$ cat src/rtl/static_arb.sv
// rtl/static_arb.sv - round-robin scheduler sharing one byte-popcount datapath across NUM_CH streams
// Optional stall abort enabled by defining STATIC_ARB_TIMEOUT_EN.
module static_arb #(
   parameter int NUM_CH    = 4,
   parameter int WORD_BITS = 256,
   parameter int CH_W      = $clog2(NUM_CH),
   parameter int CNT_W     = $clog2(WORD_BITS) + 1,
   parameter int TIMEOUT   = 64
) (
   input  logic                clk,
   input  logic                rst,
   input  logic [NUM_CH-1:0]   in_valid,
   input  logic [NUM_CH*8-1:0] in_data,
   output logic [NUM_CH-1:0]   in_ready,
   output logic                res_valid,
   input  logic                res_ready,
   output logic [CH_W-1:0]     res_ch,
   output logic [CNT_W-1:0]    res_ones,
   output logic [CNT_W-1:0]    res_zeros,
   output logic                res_err,
   output logic                busy
);
   localparam int BYTE_CNT = WORD_BITS / 8;

   localparam logic [1:0] S_IDLE    = 2'd0;
   localparam logic [1:0] S_COLLECT = 2'd1;
   localparam logic [1:0] S_DONE    = 2'd2;

   if (NUM_CH < 2 || (WORD_BITS % 8) != 0 || WORD_BITS < 16 || TIMEOUT < 1) begin : g_bad_cfg
      $error("static_arb: illegal parameter set");
   end

   logic [1:0]       state_q, state_d;
   logic [CH_W-1:0]  grant_q, grant_d;
   logic [CH_W-1:0]  last_grant_q, last_grant_d;
   logic [CNT_W-1:0] acc_q, acc_d;
   logic [CNT_W-1:0] beat_cnt_q, beat_cnt_d;
   logic [CH_W-1:0]  res_ch_q, res_ch_d;
   logic [CNT_W-1:0] res_ones_q, res_ones_d;
   logic [CNT_W-1:0] res_zeros_q, res_zeros_d;
   logic             res_err_q, res_err_d;

   logic [CH_W-1:0]  pick;
   logic             any_req;
   logic [7:0]       gnt_byte;
   logic             beat;
   logic [CNT_W-1:0] acc_sum;
   logic             timeout_hit;

   function automatic logic [3:0] popcount8(input logic [7:0] b);
      logic [3:0] n;
      n = '0;
      for (int i = 0; i < 8; i++) begin
         n = n + {3'b000, b[i]};
      end
      return n;
   endfunction

   // Highest offset is visited first so the nearest requester after last_grant wins.
   always_comb begin
      pick    = '0;
      any_req = 1'b0;
      for (int off = NUM_CH; off >= 1; off--) begin
         for (int c = 0; c < NUM_CH; c++) begin
            if (in_valid[c] && (c == (int'(last_grant_q) + off) % NUM_CH)) begin
               pick    = CH_W'(c);
               any_req = 1'b1;
            end
         end
      end
   end

   always_comb begin
      gnt_byte = '0;
      in_ready = '0;
      for (int c = 0; c < NUM_CH; c++) begin
         if (grant_q == CH_W'(c)) begin
            gnt_byte    = in_data[8*c +: 8];
            in_ready[c] = (state_q == S_COLLECT);
         end
      end
   end

   assign beat    = |(in_valid & in_ready);
   assign acc_sum = acc_q + CNT_W'(popcount8(gnt_byte));

`ifdef STATIC_ARB_TIMEOUT_EN
   localparam int TO_W = $clog2(TIMEOUT + 1);

   logic [TO_W-1:0] stall_q, stall_d;

   assign timeout_hit = (state_q == S_COLLECT) && !beat && (stall_q == TO_W'(TIMEOUT - 1));

   always_comb begin
      stall_d = stall_q;
      if (state_q != S_COLLECT || beat) begin
         stall_d = '0;
      end else begin
         stall_d = stall_q + TO_W'(1);
      end
   end

   always_ff @(posedge clk or posedge rst) begin
      if (rst) begin
         stall_q <= '0;
      end else begin
         stall_q <= stall_d;
      end
   end
`else
   assign timeout_hit = 1'b0;
`endif

   always_comb begin
      state_d      = state_q;
      grant_d      = grant_q;
      last_grant_d = last_grant_q;
      acc_d        = acc_q;
      beat_cnt_d   = beat_cnt_q;
      res_ch_d     = res_ch_q;
      res_ones_d   = res_ones_q;
      res_zeros_d  = res_zeros_q;
      res_err_d    = res_err_q;
      case (state_q)
         S_IDLE: begin
            if (any_req) begin
               grant_d    = pick;
               acc_d      = '0;
               beat_cnt_d = '0;
               state_d    = S_COLLECT;
            end
         end
         S_COLLECT: begin
            if (beat) begin
               acc_d      = acc_sum;
               beat_cnt_d = beat_cnt_q + CNT_W'(1);
               if (beat_cnt_q == CNT_W'(BYTE_CNT - 1)) begin
                  res_ones_d  = acc_sum;
                  res_zeros_d = CNT_W'(WORD_BITS) - acc_sum;
                  res_ch_d    = grant_q;
                  res_err_d   = 1'b0;
                  state_d     = S_DONE;
               end
            end else if (timeout_hit) begin
               // Aborted window reports only the bytes actually received.
               res_ones_d  = acc_q;
               res_zeros_d = (beat_cnt_q << 3) - acc_q;
               res_ch_d    = grant_q;
               res_err_d   = 1'b1;
               state_d     = S_DONE;
            end
         end
         S_DONE: begin
            if (res_ready) begin
               last_grant_d = grant_q;
               state_d      = S_IDLE;
            end
         end
         default: state_d = S_IDLE;
      endcase
   end

   always_ff @(posedge clk or posedge rst) begin
      if (rst) begin
         state_q      <= S_IDLE;
         grant_q      <= '0;
         last_grant_q <= CH_W'(NUM_CH - 1);
         acc_q        <= '0;
         beat_cnt_q   <= '0;
         res_ch_q     <= '0;
         res_ones_q   <= '0;
         res_zeros_q  <= '0;
         res_err_q    <= 1'b0;
      end else begin
         state_q      <= state_d;
         grant_q      <= grant_d;
         last_grant_q <= last_grant_d;
         acc_q        <= acc_d;
         beat_cnt_q   <= beat_cnt_d;
         res_ch_q     <= res_ch_d;
         res_ones_q   <= res_ones_d;
         res_zeros_q  <= res_zeros_d;
         res_err_q    <= res_err_d;
      end
   end

   assign res_valid = (state_q == S_DONE);
   assign busy      = (state_q != S_IDLE);
   assign res_ch    = res_ch_q;
   assign res_ones  = res_ones_q;
   assign res_zeros = res_zeros_q;
   assign res_err   = res_err_q;

endmodule

$ cat config.mk
export PLATFORM = sky130hd
export DESIGN_NAME = static_arb
export DESIGN_NICKNAME = d
export VERILOG_FILES = /design/src/rtl/static_arb.sv
export SDC_FILE = /design/constraint.sdc
export NUM_CORES = 1
export LEC_CHECK = 0
export CAP_MARGIN = 0
export CORE_ASPECT_RATIO = 0.8
export CORE_MARGIN = 2
export CORE_UTILIZATION = 49
export CTS_CLUSTER_DIAMETER = 80
export DETAILED_ROUTE_END_ITERATION = 10
export PLACE_DENSITY = 0.77
export SETUP_SLACK_MARGIN = 0.15
export SYNTH_ARGS = -nofsm -noshare
export SYNTH_HDL_FRONTEND = slang
export SYNTH_SLANG_ARGS = --single-unit
$ cat constraint.sdc
create_clock -name clk -period 6.75 [get_ports clk]
set_input_delay 1.0125 -clock clk [delete_from_list [all_inputs] [get_ports clk]]
set_output_delay 1.0125 -clock clk [all_outputs]
set_load 0.01 [all_outputs]
==> results of run 1 <==
cell families after synthesis:
kind of cell / count (synthesis)
xor+xnor: 18
buf+inv: 28
compound gates: 47
fa+ha+maj: 13
simple gates: 91
flops: 43
mux: 13
other cells: 1
worst register-to-register path, delay by kind of cell (launching register included):
| family | cells | cell delay [ns] |
|---|---|---|
| multiplexers | 1 | 0.61 |
| AO/OA/AOI/OAI | 2 | 0.61 |
| adder cells (fa/ha/maj) | 5 | 2.06 |
| AND/OR/NAND/NOR | 3 | 0.80 |
| XOR/XNOR | 1 | 0.21 |
| flip-flops | 1 | 0.79 |
| buffers and inverters | 3 | 0.19 |
placed cells by master (no fill, tap or decap), types with 2 or more instances in the layout:
master	instances
fa_1	5
xnor2_1	6
xor2_1	11
clkinvlp_4	2
a211oi_1	2
and2_1	2
mux4_2	9
nor3b_1	2
nand2b_1	4
clkbuf_8	5
nand2_1	33
nand4_1	7
nor2_1	17
mux2_2	4
nand3_1	13
inv_1	14
ha_1	8
clkdlybuf4s50_1	64
o221ai_1	3
a21oi_1	4
and3_1	3
o21ai_0	30
dfstp_2	2
dfrtp_1	41
nor2b_1	2
power by group through the flow:
stage,clock network [uW],logic (uW),registers [uW]
global route,188,977,346
CTS,177,866,339
finish,173,862,339
global placement,0,847,344
floorplan,0,686,317
detailed placement,0,867,344
how the worst max path moves through the flow:
stage,end,slack [ns],cells after the start
floorplan,res_zeros[8]$_DFFE_PP0P_,1.46,15
global placement,res_zeros[8]$_DFFE_PP0P_,0.87,16
detailed placement,res_zeros[8]$_DFFE_PP0P_,0.79,16
CTS,res_zeros[8]$_DFFE_PP0P_,1.12,16
global route,res_zeros[8]$_DFFE_PP0P_,0.85,16
finish,res_zeros[8]$_DFFE_PP0P_,1.15,16
sequential cells by signal, summed over array words and instances (netlist names):
name / flops
grant_q: 2
last_grant_q: 2
res_zeros: 8
acc_q: 9
state_q: 2
beat_cnt_q: 9
res_ch: 2
res_ones: 9
cell type report:
class	count	area, um^2
clock inverters	3	23.8
clock buffers	5	68.8
repair buffers	65	648
multi-input cells	183	1350
inverters	14	52.6
well taps	62	77.6
fillers	405	1710
flip-flops and latches	43	1080
cell usage after synthesis, types with 2 or more instances:
| cell type | n |
|---|---|
| fa_1 | 5 |
| o221ai_1 | 3 |
| clkbuf_1 | 4 |
| nor3b_1 | 2 |
| and3_1 | 3 |
| buf_2 | 5 |
| inv_1 | 14 |
| xnor2_1 | 6 |
| a211oi_1 | 2 |
| mux4_2 | 9 |
| a21oi_1 | 4 |
| nand2b_1 | 4 |
| buf_4 | 3 |
| xor2_1 | 11 |
| mux2_2 | 4 |
| o21ai_0 | 30 |
| nor2_1 | 17 |
| nand2_1 | 33 |
| nand4_1 | 7 |
| nor2b_1 | 2 |
| dfstp_2 | 2 |
| ha_1 | 8 |
| and2_1 | 2 |
| dfrtp_1 | 41 |
| nand3_1 | 13 |
per-stage QoR:
step	util [%]	cells	setup WS [ns]	total power [uW]	area (um^2)
CTS	65.8	375	1.12	1380	3300
floorplan	-	254	1.46	1000	2560
finish	65.8	375	1.15	1370	3300
global route	65.8	375	0.846	1510	3300
global placement	64.0	367	0.867	1190	3200
detailed placement	64.0	367	0.790	1210	3200
metal layers:
layer / wire length (um) / vias up / part of all wire (%) / global-route usage, %
li1: - / 1006 / - / -
met5: 0 / - / 0 / 0
met4: 74 / 0 / 1.3 / 6.75
met3: 329 / 10 / 6.0 / 5.00
met1: 2600 / 973 / 47 / 28.2
met2: 2500 / 55 / 45 / 31.7
==> flow_summary.ini, run 1 <==
[critical_path]
crit_chain = clkdlybuf4s50_1 -> mux4_2 -> fa_1 -> fa_1 -> inv_1 -> fa_1 -> inv_1 -> fa_1 -> inv_1 -> fa_1 -> nand2b_1 -> a21oi_1 -> xnor2_1 -> nand4_1 -> or3b_1 -> a221o_1
worst-setup-path-type = in -> reg
slowest_stage = fa_1
critPathBufInv = 4
rrSetupSlack_ns = 1.38
cp.required_ns = 6.95
cp_top_family = adder cells
end_kind = register
r2r-start = grant_q[0]$_DFFE_PP0P_
cpPeakStageDelay_ns = 0.55
r2r_cells = 15
cpMostUsedCell = fa_1
crit_start = in_data[24]
cp_max_fo = 4
r2r-end = res_zeros[8]$_DFFE_PP0P_
cp-start-kind = input port
worstPathArrival_ns = 5.79

[clock_tree]
clk_pin_slew_ns = 0.09
cts_hold_buf = 0
postCtsResizedCells = 0
h-tree-depth = 2
cts_buffers = 5
cts_setup_buffers = 0
clock_path_buffers = 2
cts_tree = built
clk-insertion-delay-late_ns = 0.30
clock-sinks = 43
cts-root-buf = clkbuf_8

[routing]
drtAntennaViolNets = 0
vias = 2044
drc = 0
firstDrtPassIters = 4
viasPerCell = 5.45
drt-initial-drc-count = 100
wl_per_cell_um = 14.7
wl_um = 5510

[logic_synthesis]
async_flop_share_pct = 100
synth_ff_type = dfrtp_1
postSynthAreaPerCell_um2 = 10.1
synthAdderAreaFrac_pct = 7.83
synth_top_family_by_area = simple AND/OR/NAND/NOR gates
synthTopCellsByArea = dfrtp_1 (40%), mux4_2 (7.9%), o21ai_0 (5.9%)
synth_cell_type_count = 45
synthSimpleGateAreaFrac_pct = 17.7
synth_cells = 254
yosysTopAreaCell = dfrtp_1
yosysWarnings = 0
netlist_area_mm2 = 0.00256
yosysTopAreaCellShare_pct = 40.1
synth_nets = 306
yosys-mux-area-fraction_pct = 9.69
synth_edf_count = 0
synth_seq_area_share_pct = 42.2
synth_compound_area_share_pct = 10.9
synth_xor_xnor_area_share_pct = 6.46
ys_ff_latch = 43

[finish]
layout.nets = 364
num_antenna_cells = 0
drive_above_1_share_pct = 9.27
area_growth_pct = 29.0

[min_path]
hold_path.class = reg -> reg
hold_depth = 2
worstHoldEndpoint = res_zeros[3]$_DFFE_PP0P_
min_from = res_zeros[3]$_DFFE_PP0P_

[sta]
hold_viol = 0
finalMaxSlewViolations = 0
rsz0062_at_grt = false
fin_crit_sh_pct = 82.9
relSlewSlack_pct = 39.6
hold_ws_ns = 0.484
period_needed_ns = 5.60
tns_ns = 0
fin_skew_ns = 0.00515
worstMarginPinSlew_ns = 0.901
setup-violations-final = 0
max_freq_mhz = 179

[power_and_ir_drop]
comb_power_share_pct = 62.7
internal-power_uw = 719
seqPwrFrac_pct = 24.7
switchingPower_uw = 655
pwr-share-clk_pct = 12.6
vdd_drop_max_uv = 316
power_density_mw_per_mm2 = 417
p_leak_uw = 0.00143
swShare_pct = 47.7

[floorplan]
initial_utilization_pct = 51.0
dieHeight_um = 68.6
die_w_um = 84.8
coreArea_mm2 = 0.00501
dieArea_mm2 = 0.00581
io_pins = 66
fp-row-count = 23

[placed_design]
dp_hpwl_um = 4140
gp_congestion = 0.775
port-buffer-count = 64

[global_route]
overflow = 0
grt_max_degree = 44
grt_antenna_before_repair = 0
grt_pass1_vias = 1945
grt.total_usage_pct = 20.3
grt_pass1_wl_um = 9230

[outcome]
status = finished clean

[flow_run]
cap_violations = 0
(Power assumes the default switching activity.)
==> run 2: changes to the inputs <==
Clock period 6.75 ns to 5.3 ns, I/O delays scaled along.
==> flow_summary.ini, run 2 (synthesis results as in run 1) <==
[routing]
vias = 2114
met3_length_um = 360
route.met2.wl_um = 2840
drtAntennaViolNets = 0
wl_per_cell_um = 15.6
top_layer_used = met4
drt-initial-drc-count = 98
wl_um = 6140
firstDrtPassIters = 4
drc = 0
viasPerCell = 5.38
wl_met1_um = 2910

[global_route]
grt.total_usage_pct = 22.3
grt_antenna_before_repair = 0
grt_pass1_vias = 2058
overflow = 0
grt_pass1_wl_um = 10000
grt_max_degree = 44

[critical_path]
cp_max_fo = 3
worstPathArrival_ns = 5.01
cp.required_ns = 5.48
end_kind = register
worst-setup-path-type = in -> reg
cp-start-kind = input port
r2r_cells = 15

[sta]
worstMarginPinSlew_ns = 0.838
setup-violations-final = 0
fin_crit_sh_pct = 91.2
period_needed_ns = 4.83
finalMaxSlewViolations = 0
max_freq_mhz = 207
rsz0062_at_grt = false
hold_ws_ns = 0.481
fin_skew_ns = 0.00823
relSlewSlack_pct = 43.9
tns_ns = 0
hold_viol = 0
layout_setup_ws_ns = 0.468

[floorplan]
die_w_um = 84.8
fp-row-count = 23
dieHeight_um = 68.6
initial_utilization_pct = 51.0
coreArea_mm2 = 0.00501
dieArea_mm2 = 0.00581
io_pins = 66

[placed_design]
gp_congestion = 0.848
dp.cells = 383
port-buffer-count = 64
dp_hpwl_um = 4480
post-place-ws_ns = -0.290

[finish]
drive_above_1_share_pct = 16.6
layoutNonFillerInstCount = 393
area_growth_pct = 36.4
num_antenna_cells = 0
layout.nets = 382
layout_commonest_cell = clkdlybuf4s50_1
mostFrequentLayoutCells = clkdlybuf4s50_1 (56), dfrtp_1 (41), nand2_1 (33)

[clock_tree]
cts_tree = built
cts_buffers = 5
clock_path_buffers = 2
clk-insertion-delay-late_ns = 0.30
clk_pin_slew_ns = 0.09
clock-sinks = 43
cts-root-buf = clkbuf_8
h-tree-depth = 2

[min_path]
hold_depth = 2
hold_path.class = reg -> reg

[outcome]
status = finished clean

[power_and_ir_drop]
power_density_mw_per_mm2 = 647
p_leak_uw = 0.00160
vdd_drop_max_uv = 445

[flow_run]
cap_violations = 0
run 2: changes by cell type in the layout (fill, tap and decap cells not counted), moves of 2 or more:
| cell | previous run | this run |
|---|---|---|
| dlymetal6s2s_1 | 0 | 8 |
| inv_2 | 0 | 3 |
| fa_1 | 5 | 3 |
| buf_4 | 1 | 19 |
| clkdlybuf4s50_1 | 64 | 56 |
| fa_2 | 0 | 2 |
| clkinvlp_4 | 2 | 0 |
| a21oi_1 | 4 | 2 |
| inv_1 | 14 | 10 |
run 2: area by class of cell:
cell class              instances  area [um^2]
fillers                       378         1520
clock inverters                 1         8.76
well taps                      62         77.6
repair buffers                 83          803
flip-flops and latches         43         1080
inverters                      14         52.6
clock buffers                   7         86.3
multi-input cells             183         1380
run 2: repair_timing:
item                                    in CTS  in global routing
hold buffers                                 0                  0
buffers inserted                             1                  1
pin swaps                                    6                 10
resized for setup                            8                 11
endpoints found under the setup margin       2                  2
gates cloned                                 0                  0
run 2: per-layer routing:
metal  GRT usage (%)  vias up
met4            4.37        0
met2            36.8       61
li1                -     1037
met5               0        -
met1            31.5     1012
met3            4.29        4
run 2: final timing paths:
| check | from | to | slack [ns] |
|---|---|---|---|
| worst min register to register | res_zeros[1]$_DFFE_PP0P_ | res_zeros[1]$_DFFE_PP0P_ | 0.48 |
| max in group asynchronous | rst | last_grant_q[1]$_DFFE_PP1P_ | 3.99 |
| worst max-delay path | in_data[24] | res_zeros[8]$_DFFE_PP0P_ | 0.47 |
| min in group asynchronous | rst | res_ones[8]$_DFFE_PP0P_ | 0.93 |
| worst min-delay path | res_zeros[1]$_DFFE_PP0P_ | res_zeros[1]$_DFFE_PP0P_ | 0.48 |
| worst max register to register | grant_q[0]$_DFFE_PP0P_ | res_zeros[8]$_DFFE_PP0P_ | 0.52 |
run 2: worst max-delay path, stage by stage:
cell            delay (ns)
dlymetal6s2s_1        0.11
mux4_2                0.49
fa_1                  0.49
fa_1                  0.51
inv_2                 0.04
fa_1                  0.46
inv_2                 0.07
fa_2                  0.20
inv_2                 0.04
fa_2                  0.38
nand2b_4              0.18
a211oi_2              0.23
xnor2_1               0.17
nand4_1               0.16
or3b_1                0.37
a221o_1               0.32
run 2: stage by stage:
step	area [um^2]	power [uW]	util [%]
after floorplan	2560	1280	-
after global placement	3320	1830	66.4
after detailed placement	3320	1890	66.4
after CTS	3450	2220	68.9
after global routing	3490	2450	69.6
final	3490	2260	69.6
run 2: power breakdown:
group | internal (uW) | switching, uW
clock | 107 | 116
sequential | 373 | 45.0
combinational | 798 | 817
==> run 3: changes to the inputs <==
Settings changed: MAX_ROUTING_LAYER from default to met4, SETUP_SLACK_MARGIN 0.15 to 0.2.
==> flow_summary.ini, run 3 (synthesis results as in run 1) <==
[outcome]
status = finished clean

[global_route]
grt_max_degree = 44
grt_antenna_before_repair = 0
grt_pass1_wl_um = 10000
grt_pass1_vias = 2062
grt.total_usage_pct = 23.0
overflow = 0

[placed_design]
dp_hpwl_um = 4480
port-buffer-count = 64
gp_congestion = 0.861

[finish]
drive_above_1_share_pct = 16.6
area_growth_pct = 36.4
num_antenna_cells = 0
layout_commonest_cell = clkdlybuf4s50_1
fillers = 376
regArea_mm2 = 0.00108
layout.nets = 382
mostFrequentLayoutCells = clkdlybuf4s50_1 (56), dfrtp_1 (41), nand2_1 (33)
multi_input_area_mm2 = 0.00138

[routing]
vias = 2121
wl_um = 6160
viasPerCell = 5.40
firstDrtPassIters = 4
drc = 0
drt-initial-drc-count = 87
drtAntennaViolNets = 0
wl_per_cell_um = 15.7

[sta]
fin_crit_sh_pct = 91.5
max_freq_mhz = 206
hold_ws_ns = 0.481
relSlewSlack_pct = 45.4
rsz0062_at_grt = false
worstMarginPinSlew_ns = 0.815
period_needed_ns = 4.85
finalMaxSlewViolations = 0
hold_viol = 0
fin_skew_ns = 0.0104
setup-violations-final = 0

[floorplan]
dieArea_mm2 = 0.00581
fp-row-count = 23
dieHeight_um = 68.6
io_pins = 66
coreArea_mm2 = 0.00501
initial_utilization_pct = 51.0
die_w_um = 84.8

[critical_path]
worst-setup-path-type = in -> reg
worstPathArrival_ns = 5.03
end_kind = register
cp-start-kind = input port
cp.required_ns = 5.48
cp_max_fo = 3

[power_and_ir_drop]
vdd_drop_max_uv = 434
swShare_pct = 43.4
internal-power_uw = 1280
seqPwrFrac_pct = 18.5
p_leak_uw = 0.00160
switchingPower_uw = 981
power_density_mw_per_mm2 = 648
comb_power_share_pct = 71.7
p_total_uw = 2260
pwr-share-clk_pct = 9.8

[clock_tree]
clk-insertion-delay-late_ns = 0.30
clk_pin_slew_ns = 0.09
cts_buffers = 5
cts_tree = built
clock_path_buffers = 2
h-tree-depth = 2
clock-sinks = 43
cts-root-buf = clkbuf_8

[min_path]
hold_path.class = reg -> reg

[flow_run]
cap_violations = 0
## run 3: cell counts in the layout (fill, tap and decap cells not counted)
Identical to the previous run, type by type.
## run 3: final cells by class
class	count	share of cell area (%)
clock buffer	7	2.48
timing repair buffer	83	23.0
tap	62	2.22
sequential	43	30.9
multi-input combinational	183	39.6
clock inverter	1	0.251
inverter	14	1.51
## run 3: stage by stage
step	instance area, um^2	util [%]	setup WS (ns)	TNS (ns)	instances
floorplan	2560	-	0.230	0	254
global placement	3320	66.4	-0.181	-0.358	383
detailed placement	3320	66.4	-0.290	-0.608	383
CTS	3460	69.1	0.208	0	393
global route	3490	69.6	0.288	0	393
finish	3490	69.6	0.452	0	393
## run 3: routing by layer
layer	vias up	wire length (um)	part of all wire, %	track usage, %
met5	-	0	0	-
met3	4	324	5.3	4.29
li1	1036	-	-	-
met4	0	31	0.50	4.37
met2	58	2860	46	37.0
met1	1023	2950	48	31.5
## run 3: power by group through the flow
| stage | sequential, uW | clock (uW) | combinational [uW] |
|---|---|---|---|
| 6_report | 418 | 222 | 1620 |
| 5_1_grt | 424 | 239 | 1800 |
| 4_1_cts | 417 | 222 | 1590 |
| 3_5_place_dp | 422 | 0 | 1460 |
| 3_3_place_gp | 422 | 0 | 1410 |
| 2_1_floorplan | 404 | 0 | 874 |
## run 3: repair_timing
item / in CTS / in global routing
resized for setup: 8 / 11
pin swaps: 7 / 10
hold buffers: 0 / 0
setup endpoints to repair: 2 / 2
setup buffers: 2 / 0
## run 3: worst paths after layout
check,start,endpoint,slack [ns],depth (start not counted)
max,in_data[24],res_zeros[8]$_DFFE_PP0P_,0.45,16
min,res_zeros[1]$_DFFE_PP0P_,res_zeros[1]$_DFFE_PP0P_,0.48,2
max reg2reg,grant_q[0]$_DFFE_PP0P_,res_zeros[8]$_DFFE_PP0P_,0.51,15
min reg2reg,res_zeros[1]$_DFFE_PP0P_,res_zeros[1]$_DFFE_PP0P_,0.48,2
max in group asynchronous,rst,last_grant_q[1]$_DFFE_PP1P_,3.98,3
min in group asynchronous,rst,res_ones[8]$_DFFE_PP0P_,0.93,3
## run 3: worst max-delay path, stage by stage
cell	delay, ns
dlymetal6s2s_1	0.11
mux4_2	0.49
fa_1	0.49
fa_1	0.51
inv_2	0.04
fa_1	0.46
inv_2	0.07
fa_2	0.21
inv_2	0.05
fa_2	0.38
nand2b_4	0.18
a211oi_2	0.23
xnor2_1	0.17
nand4_1	0.16
or3b_1	0.37
a221o_1	0.32
